[config.mk]
export PLATFORM = sky130hd
export DESIGN_NAME = sn74169_ctrl_flat
export DESIGN_NICKNAME = d
export VERILOG_FILES = /design/src/rtl/sn74169_ctrl_pkg.sv /design/src/rtl/sn74169_ctrl_if.sv /design/src/rtl/sn74169_ctrl_prescaler.sv /design/src/rtl/sn74169_ctrl.sv /design/src/flat_wrapper.sv
export SDC_FILE = /design/constraint.sdc
export NUM_CORES = 1
export LEC_CHECK = 0
export ABC_AREA = 1
export ABC_CLOCK_PERIOD_IN_PS = 6250
export BUFFER_PORTS_ARGS = -buffer_cell sky130_fd_sc_hd__buf_2
export CORE_AREA = 2 2 58 60
export DETAILED_ROUTE_END_ITERATION = 12
export DIE_AREA = 0 0 60 62
export PLACE_DENSITY = 0.82
export SLEW_MARGIN = 20
export SYNTH_ARGS = -nofsm -noshare
export SYNTH_HDL_FRONTEND = slang
export SYNTH_SLANG_ARGS = --single-unit
export TNS_END_PERCENT = 10
[constraint.sdc]
create_clock -name clk_i -period 6.25 [get_ports clk_i]
set_input_delay 0.9375 -clock clk_i [delete_from_list [all_inputs] [get_ports clk_i]]
set_output_delay 0.9375 -clock clk_i [all_outputs]
set_load 0.005 [all_outputs]
[src/rtl/sn74169_ctrl_pkg.sv]
// sn74169_ctrl_pkg: state encoding and command codes for the sn74169 control sequencer
package sn74169_ctrl_pkg;
  typedef enum logic [1:0] {IDLE = 2'd0, LOAD = 2'd1, RUN = 2'd2} state_t;
  localparam logic [1:0] CMD_NOP  = 2'b00;
  localparam logic [1:0] CMD_LOAD = 2'b01;
  localparam logic [1:0] CMD_RUN  = 2'b10;
  localparam logic [1:0] CMD_STOP = 2'b11;
endpackage

[src/rtl/sn74169_ctrl_if.sv]
// sn74169_ctrl_if: command handshake plus sn74169 pin bundle, suffixes seen from the controller
interface sn74169_ctrl_if #(parameter int DIV_W = 8, parameter int TCC_W = 8);
  logic             cmd_valid_i;
  logic [1:0]       cmd_i;
  logic             cmd_ready_o;
  logic [3:0]       preset_i;
  logic             dir_i;
  logic             auto_i;
  logic [DIV_W-1:0] div_i;
  logic             rcob_i;
  logic [3:0]       a_o;
  logic             u_db_o;
  logic             enpb_o;
  logic             entb_o;
  logic             loadb_o;
  logic             busy_o;
  logic             tc_pulse_o;
  logic [TCC_W-1:0] tc_cnt_o;
  modport master (
    output cmd_valid_i, cmd_i, preset_i, dir_i, auto_i, div_i, rcob_i,
    input  cmd_ready_o, a_o, u_db_o, enpb_o, entb_o, loadb_o, busy_o, tc_pulse_o, tc_cnt_o
  );
  modport slave (
    input  cmd_valid_i, cmd_i, preset_i, dir_i, auto_i, div_i, rcob_i,
    output cmd_ready_o, a_o, u_db_o, enpb_o, entb_o, loadb_o, busy_o, tc_pulse_o, tc_cnt_o
  );
endinterface

[src/rtl/sn74169_ctrl_prescaler.sv]
// sn74169_prescaler: count-rate down-counter, tick when zero, reloads with div on tick
module sn74169_prescaler #(parameter int DIV_W = 8) (
  input  logic             clk_i,
  input  logic             rst_i,
  input  logic             clr_i,
  input  logic             en_i,
  input  logic [DIV_W-1:0] div_i,
  output logic             tick_o
);
  logic [DIV_W-1:0] cnt_q, cnt_d;
  assign tick_o = cnt_q == '0;
  always_comb cnt_d = clr_i ? '0 : !en_i ? cnt_q : tick_o ? div_i : cnt_q - DIV_W'(1);
  always_ff @(posedge clk_i or posedge rst_i)
    if (rst_i) cnt_q <= '0;
    else cnt_q <= cnt_d;
endmodule

[src/rtl/sn74169_ctrl.sv]
// sn74169_ctrl: load/run/stop sequencer, prescaled count enables and auto-reload for an sn74169
module sn74169_ctrl
  import sn74169_ctrl_pkg::*;
#(
  parameter int DIV_W = 8,
  parameter int TCC_W = 8
) (
  input  logic clk_i,
  input  logic rst_i,
  sn74169_ctrl_if.slave bus
);
  state_t           state_q, state_d;
  logic [3:0]       a_q;
  logic             dir_q, auto_q, tc_pulse_q;
  logic [DIV_W-1:0] div_q;
  logic [TCC_W-1:0] tc_cnt_q;
  logic             ready, accept, run, tick, term, cap, cap_run;
  assign ready   = state_q != LOAD;
  assign accept  = bus.cmd_valid_i & ready;
  assign run     = state_q == RUN;
  assign cap     = accept & (bus.cmd_i == CMD_LOAD || bus.cmd_i == CMD_RUN);
  assign cap_run = accept & (bus.cmd_i == CMD_RUN);
  assign term    = run & tick & ~bus.rcob_i;
  always_comb
    state_d = state_q == LOAD        ? IDLE :
              !accept                ? state_q :
              bus.cmd_i == CMD_LOAD  ? LOAD :
              bus.cmd_i == CMD_RUN   ? RUN :
              bus.cmd_i == CMD_STOP  ? IDLE : state_q;
  always_ff @(posedge clk_i or posedge rst_i)
    if (rst_i) state_q <= IDLE;
    else state_q <= state_d;
  always_ff @(posedge clk_i or posedge rst_i)
    if (rst_i) begin
      a_q    <= '0;
      dir_q  <= 1'b1;
      auto_q <= 1'b0;
      div_q  <= '0;
    end else begin
      if (cap) begin
        a_q   <= bus.preset_i;
        dir_q <= bus.dir_i;
      end
      if (cap_run) begin
        auto_q <= bus.auto_i;
        div_q  <= bus.div_i;
      end
    end
  always_ff @(posedge clk_i or posedge rst_i)
    if (rst_i) begin
      tc_pulse_q <= 1'b0;
      tc_cnt_q   <= '0;
    end else begin
      tc_pulse_q <= term;
      tc_cnt_q   <= tc_cnt_q + TCC_W'(term);
    end
  sn74169_prescaler #(.DIV_W(DIV_W)) u_presc (
    .clk_i (clk_i),
    .rst_i (rst_i),
    .clr_i (cap_run),
    .en_i  (run),
    .div_i (div_q),
    .tick_o(tick)
  );
  // Auto-reload takes the place of the wrap edge; load wins over count in the counter.
  assign bus.loadb_o     = ~(state_q == LOAD | (term & auto_q));
  assign bus.enpb_o      = ~(run & tick);
  assign bus.entb_o      = ~(run & tick);
  assign bus.cmd_ready_o = ready;
  assign bus.a_o         = a_q;
  assign bus.u_db_o      = dir_q;
  assign bus.busy_o      = run;
  assign bus.tc_pulse_o  = tc_pulse_q;
  assign bus.tc_cnt_o    = tc_cnt_q;
endmodule

[src/flat_wrapper.sv]
// flat-port wrapper written by rule: the top's interface ports become plain ports
module sn74169_ctrl_flat import sn74169_ctrl_pkg::*;
#(
  parameter int DIV_W = 8,
  parameter int TCC_W = 8
)
  (clk_i, rst_i, bus_cmd_valid_i, bus_cmd_i, bus_preset_i, bus_dir_i, bus_auto_i, bus_div_i, bus_rcob_i, bus_cmd_ready_o, bus_a_o, bus_u_db_o, bus_enpb_o, bus_entb_o, bus_loadb_o, bus_busy_o, bus_tc_pulse_o, bus_tc_cnt_o);
  sn74169_ctrl_if #(.DIV_W(DIV_W), .TCC_W(TCC_W)) bus_i ();
  input  logic clk_i;
  input  logic rst_i;
  input wire logic [$bits(bus_i.cmd_valid_i)-1:0] bus_cmd_valid_i;
  input wire logic [$bits(bus_i.cmd_i)-1:0] bus_cmd_i;
  input wire logic [$bits(bus_i.preset_i)-1:0] bus_preset_i;
  input wire logic [$bits(bus_i.dir_i)-1:0] bus_dir_i;
  input wire logic [$bits(bus_i.auto_i)-1:0] bus_auto_i;
  input wire logic [$bits(bus_i.div_i)-1:0] bus_div_i;
  input wire logic [$bits(bus_i.rcob_i)-1:0] bus_rcob_i;
  output wire logic [$bits(bus_i.cmd_ready_o)-1:0] bus_cmd_ready_o;
  output wire logic [$bits(bus_i.a_o)-1:0] bus_a_o;
  output wire logic [$bits(bus_i.u_db_o)-1:0] bus_u_db_o;
  output wire logic [$bits(bus_i.enpb_o)-1:0] bus_enpb_o;
  output wire logic [$bits(bus_i.entb_o)-1:0] bus_entb_o;
  output wire logic [$bits(bus_i.loadb_o)-1:0] bus_loadb_o;
  output wire logic [$bits(bus_i.busy_o)-1:0] bus_busy_o;
  output wire logic [$bits(bus_i.tc_pulse_o)-1:0] bus_tc_pulse_o;
  output wire logic [$bits(bus_i.tc_cnt_o)-1:0] bus_tc_cnt_o;
  assign bus_i.cmd_valid_i = bus_cmd_valid_i;
  assign bus_i.cmd_i = bus_cmd_i;
  assign bus_i.preset_i = bus_preset_i;
  assign bus_i.dir_i = bus_dir_i;
  assign bus_i.auto_i = bus_auto_i;
  assign bus_i.div_i = bus_div_i;
  assign bus_i.rcob_i = bus_rcob_i;
  assign bus_cmd_ready_o = bus_i.cmd_ready_o;
  assign bus_a_o = bus_i.a_o;
  assign bus_u_db_o = bus_i.u_db_o;
  assign bus_enpb_o = bus_i.enpb_o;
  assign bus_entb_o = bus_i.entb_o;
  assign bus_loadb_o = bus_i.loadb_o;
  assign bus_busy_o = bus_i.busy_o;
  assign bus_tc_pulse_o = bus_i.tc_pulse_o;
  assign bus_tc_cnt_o = bus_i.tc_cnt_o;
  sn74169_ctrl #(.DIV_W(DIV_W), .TCC_W(TCC_W)) u_core (.clk_i(clk_i), .rst_i(rst_i), .bus(bus_i));
endmodule
==> results of run 1 <==
-- area by class of cell --
class / count / area [sq um] / share of cell area [%]
sequential: 33 / 827 / 40.7
multi-input combinational: 127 / 739 / 36.4
timing repair buffer: 39 / 198 / 9.73
inverter: 33 / 125 / 6.16
tap: 46 / 57.6 / 2.83
clock buffer: 7 / 55.1 / 2.71
clock inverter: 1 / 30.0 / 1.48
-- power breakdown --
group | switching [mW] | leakage [nW] | total, mW | internal [mW]
Clock | 0.0670 | 0.0455 | 0.162 | 0.0955
Sequential | 0.0407 | 0.400 | 0.309 | 0.268
Combinational | 0.155 | 0.675 | 0.258 | 0.103
Total | 0.263 | 1.12 | 0.729 | 0.467
-- critical path: cells and delay by family, from the launching register on --
family	cells	cell delay, ns
and+or+nand+nor	4	0.51
DFF	1	0.39
buffers and inverters	3	0.29
adders and majority gates	1	0.28
-- per-layer routing --
metal / routed length (microns) / track usage [%] / part of all wire [%]
met3: 148 / 6.63 / 4.9
met1: 1370 / 25.2 / 45
met4: 70 / 7.30 / 2.3
met5: 0 / 0 / 0
met2: 1440 / 31.7 / 47
-- flip-flops by register name (all words and copies together), names as in the netlist --
| signal | count |
|---|---|
| u_core.state_q | 2 |
| u_core.bus.a_o | 4 |
| u_core.bus.u_db_o | 1 |
| u_core.div_q | 8 |
| u_core.bus.tc_cnt_o | 8 |
| u_core.bus.tc_pulse_o | 1 |
| u_core.u_presc.cnt_q | 8 |
| u_core.auto_q | 1 |
-- layout by cell type, fill, tap and decap left out, types with 3 or more instances in the layout --
| cell type | instances |
|---|---|
| xor2_1 | 6 |
| o21ai_2 | 5 |
| o21ai_0 | 5 |
| nand4_1 | 3 |
| nand2_2 | 4 |
| inv_1 | 31 |
| nor2_1 | 16 |
| dfrtp_1 | 32 |
| nand2_1 | 40 |
| a21oi_1 | 9 |
| clkbuf_4 | 5 |
| ha_1 | 7 |
| mux2_2 | 4 |
| buf_2 | 38 |
| nand3_1 | 15 |
-- stage by stage --
step / setup WS [ns] / hold WS [ns] / power [mW]
3_5_place_dp: 3.89 / 0.471 / 0.571
4_1_cts: 3.51 / 0.486 / 0.737
6_report: 3.51 / 0.484 / 0.729
2_1_floorplan: 4.07 / 0.471 / 0.502
3_3_place_gp: 3.94 / 0.461 / 0.564
5_1_grt: 3.35 / 0.511 / 0.799
-- worst max path at each step --
stage | slack, ns | to | startpoint
floorplan | 4.07 | bus_entb_o | u_core.u_presc.cnt_q[0]
global placement | 3.94 | bus_loadb_o | u_core.u_presc.cnt_q[0]
detailed placement | 3.89 | bus_loadb_o | u_core.u_presc.cnt_q[0]
CTS | 3.51 | bus_loadb_o | u_core.u_presc.cnt_q[0]
global route | 3.35 | bus_loadb_o | u_core.u_presc.cnt_q[0]
finish | 3.51 | bus_loadb_o | u_core.u_presc.cnt_q[0]
-- kinds of logic after synthesis --
| logic type | count (synthesis) | synth area share (%) |
|---|---|---|
| buf+inv | 36 | 9.01 |
| mux | 4 | 2.62 |
| xor+xnor | 6 | 3.05 |
| flops | 33 | 48.0 |
| simple gates | 87 | 24.1 |
| fa+ha+maj | 7 | 5.09 |
| compound gates | 23 | 8.07 |
==> flow_summary.json, run 1 <==
{
  "r2r-start": "u_core.u_presc.cnt_q[0]",
  "syn_nets": 223,
  "cap_violations": 0,
  "grt_max_degree": 34,
  "leakage_nw": 1.12,
  "setup_violations": 0,
  "synth-seq-cells": 33,
  "core-area_sq_um": 3180,
  "cts_sinks": 33,
  "final_cells": 286,
  "crit_required_ns": 5.31,
  "ios": 39,
  "end_kind": "output pin",
  "ys_seq_area_share_pct": 48.0,
  "die_y_microns": 62,
  "yosysMostFrequentCell": "nand2_1",
  "fin_tns_setup_ns": 0,
  "grt_setup_unrepaired": "no",
  "rows": 21,
  "synthTopCellsByCount": "nand2_1, dfrtp_1, inv_1",
  "finalCritPeriodShare_pct": 43.8,
  "post-route-min-period_ns": 2.74,
  "cts_resized": 0,
  "yosys-top-cells-area": "dfrtp_1, nand2_1, inv_1",
  "max_slew_margin_pct": 56.3,
  "grt_first_pass_wirelength_mm": 5.33,
  "path_cells": "inv_1 -> ha_1 -> nand2_2 -> nor2_4 -> nand4_1 -> nand2_1 -> inv_1 -> buf_2",
  "clockRootBuffer": "clkbuf_4",
  "first_global_vias": 1229,
  "final_nets": 266,
  "drt_iter0_drc": 67,
  "hp-class": "flip-flop to flip-flop",
  "overflow": 0,
  "port_buffers": 38,
  "clock_latency_ns": 0.33,
  "finish.utilization_pct": 63.9,
  "via_count": 1372,
  "path_class": "flip-flop to output pin",
  "antenna_found_initial": 0,
  "netlist_instances": 196,
  "status": "finished, final reports clean",
  "ctsHtreeMaxLevel": 2,
  "area_delta_synth_final_pct": 18.0,
  "cp_slowest_cell": "dfrtp_1",
  "dieArea_sq_um": 3720,
  "totalWireLength_mm": 3.03,
  "synth_top_area_share_pct": 46.5,
  "r2r-end": "u_core.bus.tc_cnt_o[7]",
  "cts_buffer_depth": 2,
  "cts_tree": "yes",
  "syn_area_per_cell_sq_um": 8.78,
  "yosysTopAreaCell": "dfrtp_1",
  "yosysWarnings": 0,
  "synth_cell_types": 26,
  "numCtsBuffers": 5,
  "postPlaceCellArea_sq_um": 1950,
  "whs_path_depth": 2,
  "worst_slew_pin_slew_ns": 0.655,
  "die-width_microns": 60,
  "drv_slew": 0,
  "wl_per_cell_microns": 10.6,
  "ant_nets": 0,
  "holdPathEnd": "u_core.bus.u_db_o",
  "hold_viol": 0,
  "p_per_area_nw_per_um2": 359,
  "grt_usage_pct": 19.8,
  "cp.arrival_ns": 1.80,
  "synthFlopType": "dfrtp_1",
  "hold_start": "u_core.bus.u_db_o",
  "dr.pass1.iters": 4,
  "crit_fanout": 8,
  "fillers": 290,
  "synth_edf_count": 0,
  "cp-start-kind": "flip-flop",
  "start_util_pct": 54.2,
  "viasPerCell": 4.80,
  "crit_top_cell": "inv_1",
  "final_area_sq_um": 2030,
  "cts_setup_buffers": 0,
  "post-place-cells": 278,
  "cts_hold_buf": 0,
  "reg2reg_depth": 12,
  "ir_drop_mv": 0.191,
  "clock_skew_ns": 0.00295,
  "layout-drive-gt1-share_pct": 28.7,
  "drc_errors": 0,
  "async_flop_share_pct": 100,
  "netlist_area_sq_um": 1720,
  "clk_pin_slew_ns": 0.09,
  "critPathMaxStageDelay_ns": 0.39,
  "hpwl_mm": 2.36,
  "max_freq_ghz": 0.366,
  "reg2reg_slack_ns": 3.90,
  "routabilityCongestion": 0.816,
  "diodes": 0
}
Power figures use the tool's default switching activity.
==> run 2, diff against run 1 <==
Settings changed: ABC_CLOCK_PERIOD_IN_PS 6250 to 2500, CORE_AREA 2 2 58 60 to 2 2 63 65, DIE_AREA 0 0 60 62 to 0 0 65 67, PLACE_DENSITY 0.82 to 0.74.
Clock period 6.25 ns to 2.5 ns, I/O delays scaled along.
==> run 2 against run 1 <==
Net effect:
- count of clock-buffer cells in the layout fell by 1
- total power rose to 2.5 times the previous value
- register-to-register slack got worse by 3.6 ns
- clock skew rose by 0.0035 ns
- highest routed layer unchanged
- sequential share of layout area fell by 0.69 points
- combinational power rose to 2.5 times the previous value
- cell area rose by 1.7%
- utilization fell by 6.6 points
- first-iteration DRC count rose by 43%
==> flow_summary.json, run 2 (synthesized netlist as in run 1, its figures left out) <==
{
  "final_area_sq_um": 2070,
  "p_sw_share_pct": 37.7,
  "cap_violations": 0,
  "ir_drop_mv": 0.371,
  "cts_sinks": 33,
  "dieArea_sq_um": 4360,
  "rows": 22,
  "cts_setup_buffers": 0,
  "drc_errors": 0,
  "p_per_area_nw_per_um2": 898,
  "clk_pin_slew_ns": 0.07,
  "post-place-cells": 281,
  "crit_fanout": 8,
  "routabilityCongestion": 0.891,
  "path_cells": "inv_1 -> ha_2 -> nand2_2 -> nor2_4 -> nand2_1 -> nor2_1 -> ha_1 -> nand3_1 -> nor3_4 -> nand3_1 -> nand2_1 -> nand2_1",
  "post-route-min-period_ns": 2.18,
  "diodes": 0,
  "power.internal_mw": 1.16,
  "finish.utilization_pct": 57.3,
  "critPathMaxStageDelay_ns": 0.38,
  "crit_required_ns": 2.69,
  "area_delta_synth_final_pct": 20.1,
  "hold_ws_ns": 0.128,
  "totalWireLength_mm": 3.23,
  "core-area_sq_um": 3610,
  "final_nets": 267,
  "die-width_microns": 65,
  "ant_nets": 0,
  "cts_buffer_depth": 2,
  "leakage_nw": 1.13,
  "status": "finished, final reports clean",
  "hold_viol": 0,
  "final_common_cell": "nand2_1",
  "cp.arrival_ns": 2.37,
  "dr.pass1.iters": 4,
  "port_buffers": 38,
  "final_cells": 289,
  "start_util_pct": 47.7,
  "p_switching_mw": 0.699,
  "p_clk_share_pct": 23.0,
  "ctsHtreeMaxLevel": 2,
  "antenna_found_initial": 0,
  "overflow": 0,
  "clock_latency_ns": 0.29,
  "ios": 39,
  "hpwl_mm": 2.50,
  "pwr-share-comb_pct": 35.4,
  "setup_violations": 0,
  "grt_usage_pct": 17.2,
  "first_global_vias": 1278,
  "via_count": 1370,
  "grt_max_degree": 18,
  "max_slew_margin_pct": 55.9,
  "cp-start-kind": "flip-flop",
  "grt_first_pass_wirelength_mm": 5.50,
  "seqPwrFrac_pct": 41.6,
  "cts_tree": "yes",
  "drv_slew": 0,
  "layout-drive-gt1-share_pct": 30.3,
  "crit_top_cell": "nand2_1",
  "finalCritPeriodShare_pct": 87.3,
  "worst_slew_pin_slew_ns": 0.662,
  "max_freq_ghz": 0.458,
  "drt_iter0_drc": 96,
  "wl_per_cell_microns": 11.2,
  "clockRootBuffer": "clkbuf_8",
  "die_y_microns": 67,
  "viasPerCell": 4.74,
  "cp_slowest_cell": "dfrtp_1",
  "path_class": "flip-flop to flip-flop",
  "clock_skew_ns": 0.00642,
  "numCtsBuffers": 5,
  "final_cell_mix": "nand2_1, buf_2, dfrtp_1, inv_1, nor2_1",
  "postPlaceCellArea_sq_um": 1960,
  "end_kind": "flip-flop",
  "hp-class": "input pin to asynchronous set/reset pin"
}
==> run 2: critical path: cells and delay by family (launching register included) <==
kind	cells	cell delay (ns)
adders and majority gates	2	0.43
DFF	1	0.38
and+or+nand+nor	9	1.13
buffers and inverters	1	0.14
==> run 2: stage by stage <==
| step | power (mW) | setup slack, ns | TNS (ns) |
|---|---|---|---|
| floorplan | 1.26 | 0.411 | 0 |
| global placement | 1.42 | 0.294 | 0 |
| detailed placement | 1.43 | 0.216 | 0 |
| CTS | 1.86 | 0.180 | 0 |
| global route | 2.01 | -0.0132 | -0.0132 |
| finish | 1.86 | 0.317 | 0 |
==> run 2: final timing paths <==
check	depth (start not counted)	startpoint	endpoint	slack (ns)
max	12	u_core.u_presc.cnt_q[0]	u_core.bus.tc_cnt_o[7]	0.32
min	2	rst_i	u_core.bus.tc_cnt_o[1]	0.13
max reg2reg	12	u_core.u_presc.cnt_q[0]	u_core.bus.tc_cnt_o[7]	0.32
min reg2reg	2	u_core.bus.a_o[1]	u_core.bus.a_o[1]	0.48
max in group asynchronous	3	rst_i	u_core.div_q[7]	1.82
min in group clk_i	2	bus_rcob_i	u_core.bus.tc_pulse_o	0.27
==> run 2: power by group through the flow <==
stage          Sequential, mW  Clock (mW)  Combinational [mW]
2_1_floorplan           0.766           0               0.490
3_3_place_gp            0.776           0               0.647
3_5_place_dp            0.779           0               0.654
4_1_cts                 0.769       0.433               0.657
5_1_grt                 0.791       0.470               0.747
6_report                0.771       0.428               0.657
==> run 2: layout make-up <==
type	count	area (sq um)
tap	48	60.1
inverter	33	125
clock buffer	6	82.6
timing repair buffer	40	205
clock inverter	2	13.8
multi-input combinational	127	753
fill	338	1540
sequential	33	827
==> run 2: repair_timing <==
item                                   4_1_cts  5_1_grt
hold buffers                                 0        0
gates resized for setup                      0        3
setup endpoints to repair                    0        2
endpoints found under the hold margin        0        0
==> run 2: metal layers <==
| metal | GRT usage [%] | up-vias | routed length [microns] |
|---|---|---|---|
| met2 | 27.2 | 32 | 1570 |
| met4 | 10.4 | 0 | 76 |
| met1 | 20.2 | 629 | 1410 |
| met3 | 5.91 | 5 | 178 |
| met5 | 0 | - | 0 |
| li1 | - | 704 | - |
==> run 3, diff against run 2 <==
Settings changed: CORE_AREA 2 2 63 65 to 2 2 64 66, DIE_AREA 0 0 65 67 to 0 0 66 68, PLACE_DENSITY 0.74 to 0.73, SYNTH_HIERARCHICAL from default to 1.
==> run 3 against run 2 <==
Net effect:
- worst hold slack worse by 0.067 ns
- via count up 8.8%
- synthesized area up 2.0%
- utilization down 3.0 points
- largest power group unchanged
- highest routed layer is now met3
- register-to-register slack better by 0.11 ns
- critical path type unchanged
- fmax up 5.5%
- sequential share of layout area down 0.55 points
- cell area up 1.4%
==> flow_summary.json, run 3 <==
{
  "end_kind": "flip-flop",
  "cap_violations": 0,
  "leakage_nw": 1.21,
  "core-area_sq_um": 3860,
  "dieArea_sq_um": 4490,
  "diodes": 0,
  "max_slew_margin_pct": 70.8,
  "yosysTopAreaCell": "dfrtp_1",
  "netlist_area_sq_um": 1760,
  "setup_violations": 0,
  "synth-seq-cells": 33,
  "cts_setup_buffers": 0,
  "grt_max_degree": 26,
  "clk_pin_slew_ns": 0.07,
  "via_count": 1491,
  "fin_ws_ns": 0.430,
  "drt_iter0_drc": 69,
  "ir_drop_mv": 0.600,
  "dr.pass1.iters": 4,
  "numCtsBuffers": 5,
  "ctsHtreeMaxLevel": 2,
  "viasPerCell": 4.62,
  "hp-class": "input pin to asynchronous set/reset pin",
  "totalWireLength_mm": 3.36,
  "final_cells": 323,
  "post-place-cells": 315,
  "cp.arrival_ns": 2.24,
  "cts_buffer_depth": 2,
  "area_delta_synth_final_pct": 19.3,
  "grt_usage_pct": 18.0,
  "start_util_pct": 45.6,
  "finalCritPeriodShare_pct": 82.8,
  "cp-start-kind": "flip-flop",
  "drc_errors": 0,
  "wl_met2_mm": 1.62,
  "post-route-min-period_ns": 2.07,
  "first_global_vias": 1478,
  "syn_nets": 255,
  "r2r-end": "u_core/bus.tc_cnt_o[6]",
  "fillers": 376,
  "path_class": "flip-flop to flip-flop",
  "worst_slew_pin_slew_ns": 0.436,
  "routabilityCongestion": 0.913,
  "die-width_microns": 66,
  "layout-drive-gt1-share_pct": 21.2,
  "yosysWarnings": 6,
  "reg2reg_depth": 13,
  "antenna_found_initial": 0,
  "grt_setup_unrepaired": "no",
  "final_common_cell": "nand2_1",
  "syn_area_per_cell_sq_um": 7.70,
  "r2r-start": "u_core/u_presc/cnt_q[0]",
  "wl_met3_microns": 199,
  "crit_fanout": 4,
  "hold_viol": 0,
  "synth_edf_count": 0,
  "max_freq_ghz": 0.483,
  "clock_latency_ns": 0.28,
  "yosys-top-cells-area": "dfrtp_1, nand2_1, inv_1",
  "die_y_microns": 68,
  "ant_nets": 0,
  "clockRootBuffer": "clkbuf_8",
  "overflow": 0,
  "synth_cell_types": 24,
  "synth_top_area_share_pct": 45.6,
  "wl_per_cell_microns": 10.4,
  "cts_sinks": 33,
  "yosysMostFrequentCell": "nand2_1",
  "wl_met1_mm": 1.54,
  "async_flop_share_pct": 100,
  "rows": 23,
  "cts_resized": 0,
  "netlist_instances": 228,
  "synthTopCellsByCount": "nand2_1, inv_1, dfrtp_1",
  "clock_skew_ns": 0.00462,
  "highest_layer": "met3",
  "final_cell_mix": "nand2_1, inv_1, buf_2, dfrtp_1",
  "crit_required_ns": 2.67,
  "ys_seq_area_share_pct": 47.1,
  "ios": 39,
  "synthFlopType": "dfrtp_1",
  "hpwl_mm": 2.56,
  "grt_first_pass_wirelength_mm": 6.24,
  "dp_slack_ns": 0.469,
  "final_nets": 299,
  "cts_hold_buf": 0,
  "cts_tree": "yes",
  "drv_slew": 0,
  "reg2reg_slack_ns": 0.43,
  "status": "finished, final reports clean",
  "port_buffers": 38,
  "finish.utilization_pct": 54.3,
  "fin_tns_setup_ns": 0,
  "p_per_area_nw_per_um2": 946
}
[run 3: cell type report]
class / count / area (sq um) / area share (%)
Sequential cell: 33 / 827 / 39.5
Multi-Input combinational cell: 149 / 738 / 35.2
Timing Repair Buffer: 40 / 205 / 9.79
Inverter: 43 / 161 / 7.70
Clock buffer: 7 / 96.3 / 4.60
Tap cell: 50 / 62.6 / 2.99
Clock inverter: 1 / 5.00 / 0.239
[run 3: cells by family after synthesis]
group           count (synthesis)  synth area share (%)
compound gates                 18                  5.34
xor+xnor                        4                  1.99
fa+ha+maj                       7                  4.99
buf+inv                        46                  10.9
flops                          33                  47.1
simple gates                  120                  29.7
[run 3: routing by layer]
metal / vias to the layer above / global-route usage, %
met2: 37 / 30.3
met5: - / 0
li1: 778 / -
met1: 676 / 22.8
met4: 0 / 4.85
met3: 0 / 5.26
[run 3: power by group]
group	leakage [nW]	internal [mW]	total (mW)	switching, mW
sequential	0.424	0.693	0.815	0.123
clock	0.0542	0.249	0.434	0.185
combinational	0.733	0.298	0.733	0.435
[run 3: how the worst max path moves through the flow]
stage,to,cells after the start,slack (ns),startpoint
2_1_floorplan,u_core/bus.tc_cnt_o[6],14,0.48,u_core/u_presc/cnt_q[0]
3_3_place_gp,u_core/bus.tc_cnt_o[6],13,0.55,u_core/u_presc/cnt_q[0]
3_5_place_dp,u_core/bus.tc_cnt_o[6],13,0.47,u_core/u_presc/cnt_q[0]
4_1_cts,u_core/bus.tc_cnt_o[6],13,0.42,u_core/u_presc/cnt_q[0]
5_1_grt,u_core/bus.tc_cnt_o[6],13,0.17,u_core/u_presc/cnt_q[0]
6_report,u_core/bus.tc_cnt_o[6],13,0.43,u_core/u_presc/cnt_q[0]
[run 3: worst max-delay path: stages, from the launching register on]
cell and delay, ns:
dfrtp_1 0.40, inv_1 0.12, ha_1 0.15, nand2_1 0.08, nor2_4 0.12, nand2_1 0.08, nor2_1 0.15, ha_1 0.19
ha_1 0.19, inv_1 0.06, nor2_1 0.20, nand3_1 0.10, nand2_1 0.07, nand2_1 0.04
[run 3: stage by stage]
step | hold slack [ns] | total power [mW] | area [sq um]
after global routing | 0.0795 | 2.18 | 2100
after floorplan | 0.191 | 1.35 | 1760
after global placement | 0.365 | 1.54 | 1990
after CTS | 0.0604 | 2.00 | 2100
final | 0.0606 | 1.98 | 2100
after detailed placement | 0.366 | 1.56 | 1990
